$ cat src/rtl/adc_sample_rx.sv
// adc_sample_rx: periodic 12-bit SPI ADC capture to signed 16-bit left-justified samples; ADC_RX_FRAME_CHECK_EN enables the leading-zero frame check
module adc_sample_rx #(
  parameter int CLK_DIV    = 2,
  parameter int SAMPLE_DIV = 450
) (
  input  logic        clk,
  input  logic        rst_n,
  input  logic        en,
  input  logic        adc_sdata,
  output logic        adc_cs_n,
  output logic        adc_sclk,
  output logic [15:0] dout,
  output logic        dout_valid,
  output logic        busy,
  output logic        overrun,
  output logic        frame_err
);
  localparam int TW = SAMPLE_DIV > 1 ? $clog2(SAMPLE_DIV) : 1;
  localparam int DW = CLK_DIV > 1 ? $clog2(CLK_DIV) : 1;
  typedef enum logic [1:0] {IDLE, SETUP, SHIFT, HOLD} state_t;
  state_t state, state_nx;
  logic [TW-1:0] timer;
  logic [DW-1:0] div, div_nx;
  logic [3:0] bit_cnt, bit_nx;
  logic [15:0] shreg, sh_nx;
  logic sclk_nx, trig, tick, done;
  assign trig = en && timer == TW'(SAMPLE_DIV - 1);
  assign tick = div == DW'(CLK_DIV - 1);
  assign done = state == HOLD && tick;
  assign busy = ~adc_cs_n;
  // sample timer: free-runs while enabled, wrap is the conversion trigger
  always_ff @(posedge clk or negedge rst_n)
    if (!rst_n) timer <= '0;
    else if (en) timer <= trig ? '0 : timer + TW'(1);
  // frame sequencing; each phase lasts one CLK_DIV tick, data sampled as sclk rises
  always_comb begin
    state_nx = state;
    div_nx   = (state == IDLE || tick) ? '0 : div + DW'(1);
    bit_nx   = bit_cnt;
    sh_nx    = shreg;
    sclk_nx  = adc_sclk;
    case (state)
      IDLE:  if (trig) begin
        state_nx = SETUP;
        bit_nx   = '0;
      end
      SETUP: if (tick) begin
        state_nx = SHIFT;
        sclk_nx  = 1'b0;
      end
      SHIFT: if (tick) begin
        if (!adc_sclk) begin
          sclk_nx = 1'b1;
          sh_nx   = {shreg[14:0], adc_sdata};
        end else if (bit_cnt == 4'd15) state_nx = HOLD;
        else begin
          sclk_nx = 1'b0;
          bit_nx  = bit_cnt + 4'd1;
        end
      end
      default: if (tick) state_nx = IDLE;
    endcase
  end
  // state, serial interface and sample output registers
  always_ff @(posedge clk or negedge rst_n)
    if (!rst_n) begin
      state      <= IDLE;
      div        <= '0;
      bit_cnt    <= '0;
      shreg      <= '0;
      adc_sclk   <= 1'b1;
      adc_cs_n   <= 1'b1;
      dout       <= '0;
      dout_valid <= 1'b0;
      overrun    <= 1'b0;
    end else begin
      state      <= state_nx;
      div        <= div_nx;
      bit_cnt    <= bit_nx;
      shreg      <= sh_nx;
      adc_sclk   <= sclk_nx;
      adc_cs_n   <= state_nx == IDLE;
      dout_valid <= done;
      overrun    <= trig && state != IDLE;
      if (done) dout <= {~shreg[11], shreg[10:0], 4'b0000};
    end
`ifdef ADC_RX_FRAME_CHECK_EN
  // leading four bits of a valid frame are zero; flag otherwise alongside dout
  always_ff @(posedge clk or negedge rst_n)
    if (!rst_n) frame_err <= 1'b0;
    else if (done) frame_err <= |shreg[15:12];
`else
  assign frame_err = 1'b0;
`endif
endmodule

$ cat config.mk
export PLATFORM = sky130hd
export DESIGN_NAME = adc_sample_rx
export DESIGN_NICKNAME = d
export VERILOG_FILES = /design/src/rtl/adc_sample_rx.sv
export SDC_FILE = /design/constraint.sdc
export NUM_CORES = 1
export LEC_CHECK = 0
export BUFFER_PORTS_ARGS = -buffer_cell sky130_fd_sc_hd__buf_2
export CORE_ASPECT_RATIO = 0.5
export CORE_MARGIN = 2
export CORE_UTILIZATION = 40
export DETAILED_ROUTE_END_ITERATION = 8
export PLACE_DENSITY_LB_ADDON = 0.08
export SYNTH_ARGS = -nofsm -noshare
export SYNTH_HDL_FRONTEND = slang
export SYNTH_SLANG_ARGS = --single-unit
export TNS_END_PERCENT = 20
$ cat constraint.sdc
create_clock -name clk -period 1.6 [get_ports clk]
set_clock_uncertainty 0.05 [all_clocks]
set_input_delay 0.32 -clock clk [delete_from_list [all_inputs] [get_ports clk]]
set_output_delay 0.32 -clock clk [all_outputs]
set_load 0.05 [all_outputs]
# [Word level (Yosys, flattened, before mapping)]
# Cells that the tools add are included.
[word_totals] output_inout_bits=22 in_bits=4 word_cells=57 reg_bits=44
[classes] add_sub_neg=3 n_eq_ne=10 reduce_logical=12 bitwise_logic=3 mux=19
[ops] operator="4-bit two-way mux" n=4
[ops] operator="2-bit two-way mux" n=6
[ops] operator="2-bit inequality test (second input constant)" n=5
[ops] operator="9-bit by 1-bit adder with 9-bit output (second input constant)" n=1
[ops] operator="9-bit == test (second input constant)" n=1
[ops] operator="9-bit two-way mux" n=1
[ops] operator="4-bit case mux with 2 select lines" n=1
[ops] operator="2-bit case mux with 3 select lines" n=1
[ops] operator="3-bit AND reduction" n=2
[ops] operator="2-bit nonzero test" n=3
[ops] operator="1-bit two-way mux" n=5
[ops] operator="5-bit AND reduction" n=1
[ops] operator="4-bit by 1-bit adder with 4-bit output (second input constant)" n=1
[ops] operator="2-bit == test (second input constant)" n=2
[ops] operator="4-bit == test (second input constant)" n=1
[ops] operator="2-bit zero test" n=2
[ops] operator="1-bit logical AND" n=3
[ops] operator="1-bit NOT" n=3
[ops] operator="2-bit by 1-bit == test with 1-bit output (second input constant)" n=1
[ops] operator="1-bit case mux with 2 select lines" n=1
[ops] operator="1-bit adder (second input constant)" n=1
[ops] operator="1-bit logical OR" n=1

# [Depth between registers and ports, before layout]
[depth] word_depth=6 depth_mapped=6 ltp_nobuf=6

# [Worst setup path before layout]
# Ideal clock, no wire load.
[synth_timing] kind="register -> register" start="register timer[3]" end="register timer[0]" required_ns=1.425 setup_ns=0.125 arrival_time_ns=1.365 stages_incl_launch_ff=5 period_less_slack_ns=1.540 setup_slack_ns=0.060 path_buffers=0 cell_sequence="dfrtp_1 > or3_4 > nor3_4 > nor2_2 > mux2_4"
[synth_between] elab_chain_cells=3
[synth_rtl] element="from (decl)" line="22" source="logic [TW-1:0] timer;"
[synth_rtl] element="from (signal assigned)" line="34" source="else if (en) timer <= trig ? '0 : timer + TW'(1);"
[synth_rtl] element="9-bit == test" line="27" source="assign trig = en && timer == TW'(SAMPLE_DIV - 1);"
[synth_rtl] element="1-bit logical AND" line="27"
[synth_rtl] element="9-bit two-way mux" line="34"
# No other way between the ends.
# A chain may end at the register's enable or synchronous reset.

# [Worst setup path after layout]
[layout_timing] start="register bit_cnt[0]" end="register bit_cnt[0]"
[layout_between] elab_chain_cells=5 elab_cells_between_ends=8 cone_classes="add/sub: 1; eq/ne: 2; mux: 4; reduce/logical: 1"
[layout_rtl] element="from (decl)" line="24" source="logic [3:0] bit_cnt, bit_nx;"
[layout_rtl] element="from (signal assigned)" line="79" source="bit_cnt <= bit_nx;"
[layout_rtl] element="4-bit by 1-bit adder with 4-bit output" line="58" source="bit_nx = bit_cnt + 4'd1;"
[layout_rtl] element="4-bit two-way mux" line="55" source="end else if (bit_cnt == 4'd15) state_nx = HOLD;"
[layout_rtl] element="4-bit two-way mux" line="52" source="if (!adc_sclk) begin"
[layout_rtl] element="4-bit two-way mux" line="51" source="SHIFT: if (tick) begin"
[layout_rtl] element="4-bit case mux with 2 select lines" line="42" source="case (state)"
# Parallel ways exist; a longest one is shown, timed or not. The select of a mux whose other input is x is not followed.

==> run summary <==
The area inside the core boundary is 4510 um^2. The worst ir drop on vdd came out at 646 uV. The area share of the leading cell type in the synthesized netlist came out at 54.7%. In this run switching power makes up 26.3% of total power. The clock latency on the worst-skew pair is 0.30 ns.

The number of cells on the worst reg-to-reg path is 5. The DRC violation count after routing is 0. The count of TritonRoute iterations in the first routing pass is 6. The layout-stage area growth over the synthesis result came out at 20.1%. The number of buffers created by CTS came out at 5. The layout cell share with drive strength beyond 1 came out at 38.5%.

From left edge to right edge, the die measures 102 um. The maximum operating frequency is 646 MHz. The clock tree root buffer cell is sky130_fd_sc_hd__clkbuf_8. Hold is met by 0.200 ns. The standard cell area after detailed placement came out at 2150 um^2. The average detailed-routed wire length per instance is 12.8 um. In this run the critical register-to-register path is launched from bit_cnt[0]. The final period demand of the worst path came out at 1.55 ns. The library cell used most frequently in the layout, excluding fill and tap cells, is sky130_fd_sc_hd__dfrtp_1. The first-pass GRT wire length is 5.62 mm. The number of placement rows is 17. The number of antenna cells inserted is 0. Once the floorplan was initialized, standard cells occupied 42.6% of the core. The number of cells produced by synthesis is 157. The sum of net half-perimeters after detailed placement came out at 2.27 mm. The register-to-register path setup slack came out at 0.05 ns. In the final design database the tool counted 201 nets. The startpoint of the worst hold path is adc_sdata. The number of storage elements in the synthesis netlist is 44. The final max-slew violation count came out at 0. Sequential cells burn 50.1% of the power. The final layout contains routed wiring with a total length of 3.33 mm. Sequential elements use 57.4% of the synthesized area. The worst hold-check path type is in2reg. The summed area of non-filler cells in the final layout is 2310 um^2. The end of the worst register-to-register path is bit_cnt[0]. The internal power contribution is 1.84 mW. The type of the worst setup path is reg2reg. The library cells used most frequently in the layout, excluding fill and tap cells, are sky130_fd_sc_hd__dfrtp_1, sky130_fd_sc_hd__mux2_2, sky130_fd_sc_hd__buf_2. The net switching power of the design is 0.655 mW.

For this design the ratio of total power to cell area is 1080 nW/um^2. The post-route fraction of the period consumed by the critical path came out at 96.8%. The number of antenna violations at the first check in global routing came to 0.

The clock input transition at the sequential cells of the worst setup and hold paths came out at 0.08 ns. Setup repair after global routing could not meet its margin everywhere. The async set or reset register ratio after synthesis is 100%. The leakage power of the design came out at 1.18 nW. The global-route usage over all layers is 14.4%.

The number of instances on the worst hold path is 2. At the end of routability-driven placement, the weighted congestion stood at 0.843. Counting every sink on the clock net gives 44. The synthesized area came out at 1920 um^2. The number of vias in the routed layout came out at 1,257. The run finished with clean final reports. The critical path data arrival time is 1.71 ns. The worst setup path is captured at a register.

The clock network is responsible for 35.4% of the overall power. The hold violation total from the final report came to 0. The highest fanout seen on the critical path came out at 5.

The final number of setup-violating endpoints came out at 0. Counting along the longest clock path gives a buffer depth of 2. The number of buffers added on ports came out at 20. For hold timing, the worst endpoint is shreg[0]. Yosys mapped the design onto 36 distinct sky130hd cell types.

The launching element type of the critical path is a register. The synthesized area divided by synthesized cell count is 12.2 um^2. Entering global routing, the biggest net connects 26 pins.

In the post-synthesis netlist, the biggest area contributors are sky130_fd_sc_hd__dfrtp_1, sky130_fd_sc_hd__mux2_2, sky130_fd_sc_hd__dfstp_2, sky130_fd_sc_hd__buf_4, sky130_fd_sc_hd__xnor2_1. The full die area is 5410 um^2. In this run, the combinational gates consume 14.5% of the power. For the worst setup path, the data required time is 1.76 ns. The count of maximum capacitance violations came out at 0. After global routing the overflow that remains totals 0. The biggest area contributor in the post-synthesis netlist is sky130_fd_sc_hd__dfrtp_1. The number of H-tree levels is 2. The number of synthesized flops with an enable pin is 0.

The residual antenna-violating net count after detailed routing is 0. After detailed routing, the number of vias per cell comes to 4.82. TritonCTS built the clock tree. The I/O pin count came out at 26. The number of filler instances in the final layout is 420. The via count of the first global-routing pass is 1,148. The die is 53.0 um tall. The DRC marker count from the first detailed-route iteration came out at 71.

The count of synthesis-stage warnings from yosys came out at 0. In the synthesized netlist the dominant register cell turns out to be sky130_fd_sc_hd__dfrtp_1.
-- metal layers --
metal / part of all wire [%] / vias to the layer above / routed length (um) / GRT usage [%]
met5: 0 / - / 0 / 0
met4: 1.7 / 0 / 57 / 6.67
met3: 4.1 / 6 / 138 / 4.89
met2: 43 / 22 / 1420 / 20.4
met1: 51 / 619 / 1710 / 19.7
li1: - / 610 / - / -
-- cells in the mapped netlist (2+ instances only) --
cell,instances
sky130_fd_sc_hd__buf_4,6
sky130_fd_sc_hd__nor2_1,6
sky130_fd_sc_hd__mux2i_1,2
sky130_fd_sc_hd__o22ai_1,2
sky130_fd_sc_hd__xnor2_1,5
sky130_fd_sc_hd__a21oi_1,6
sky130_fd_sc_hd__nand2_1,10
sky130_fd_sc_hd__nand3_1,5
sky130_fd_sc_hd__nor3_1,3
sky130_fd_sc_hd__nand4_1,4
sky130_fd_sc_hd__buf_2,2
sky130_fd_sc_hd__or3_1,2
sky130_fd_sc_hd__ha_1,3
sky130_fd_sc_hd__dfrtp_1,42
sky130_fd_sc_hd__mux2_2,23
sky130_fd_sc_hd__dfstp_2,2
sky130_fd_sc_hd__o211ai_1,2
sky130_fd_sc_hd__o21ai_0,4
sky130_fd_sc_hd__or4_1,2
sky130_fd_sc_hd__inv_1,9
sky130_fd_sc_hd__and3_1,2
-- final cells by class --
type	count	area, um^2	share of cell area [%]
inverters	9	33.8	1.46
multi-input cells	98	744	32.2
clock buffers	5	68.8	2.98
well taps	66	82.6	3.58
flip-flops and latches	44	1100	47.8
clock inverters	3	46.3	2.01
repair buffers	36	229	9.92
-- worst max path at each step --
stage / startpoint / to / slack, ns / cells after the start
global route: timer[1] / bit_cnt[0] / -0.03 / 6
global placement: bit_cnt[0] / bit_cnt[1] / 0.09 / 5
floorplan: timer[3] / timer[0] / 0.06 / 4
detailed placement: bit_cnt[0] / bit_cnt[0] / 0.01 / 5
CTS: adc_sclk / adc_sclk / 0.03 / 1
finish: bit_cnt[0] / bit_cnt[0] / 0.05 / 5
-- timing repair --
item / in CTS / in global routing
pin swaps: 0 / 1
hold endpoints to repair: 42 / 0
setup buffers: 0 / 2
gates cloned: 0 / 0
resized for setup: 1 / 3
hold buffers: 1 / 0
setup endpoints to repair: 1 / 7
-- sequential cells by signal (all words and copies together) (netlist names) --
signal / cells
state: 2
bit_cnt: 4
dout_valid: 1
adc_sclk: 1
timer: 9
shreg: 12
adc_cs_n: 1
dout: 12
div: 1
overrun: 1
-- critical path: stages, from the launching register on --
cell and delay (ns):
sky130_fd_sc_hd__dfrtp_1 0.43, sky130_fd_sc_hd__ha_2 0.23, sky130_fd_sc_hd__nand3_1 0.10, sky130_fd_sc_hd__nand3_2 0.12
sky130_fd_sc_hd__or4_1 0.42, sky130_fd_sc_hd__o211ai_1 0.11
-- power groups by stage --
stage	clock (mW)	combinational, mW	sequential [mW]
2_1_floorplan	0	0.219	1.29
3_3_place_gp	0	0.361	1.27
3_5_place_dp	0	0.364	1.27
4_1_cts	0.900	0.366	1.25
5_1_grt	0.949	0.416	1.26
6_report	0.882	0.361	1.25
-- stage by stage --
step           TNS [ns]  total power, mW  utilization [%]  setup WS (ns)  instances
2_1_floorplan         0             1.50                -         0.0599        161
3_3_place_gp          0             1.63             47.8         0.0874        250
3_5_place_dp          0             1.63             47.8        0.00965        250
4_1_cts               0             2.52             50.7         0.0262        259
5_1_grt         -0.0739             2.62             51.2        -0.0288        261
6_report              0             2.49             51.2         0.0511        261
-- kinds of logic (layout without fill, tap and decap cells) --
kind of cell	after synthesis	in the layout	synth area share (%)
mux	26	26	15.3
flops	44	44	57.4
simple gates	40	40	11.5
other cells	1	5	0.195
xor+xnor	6	6	2.73
buf+inv	19	53	5.01
fa+ha+maj	3	3	1.95
compound gates	18	18	5.92
No activity file was read; power rests on OpenSTA's default activity.
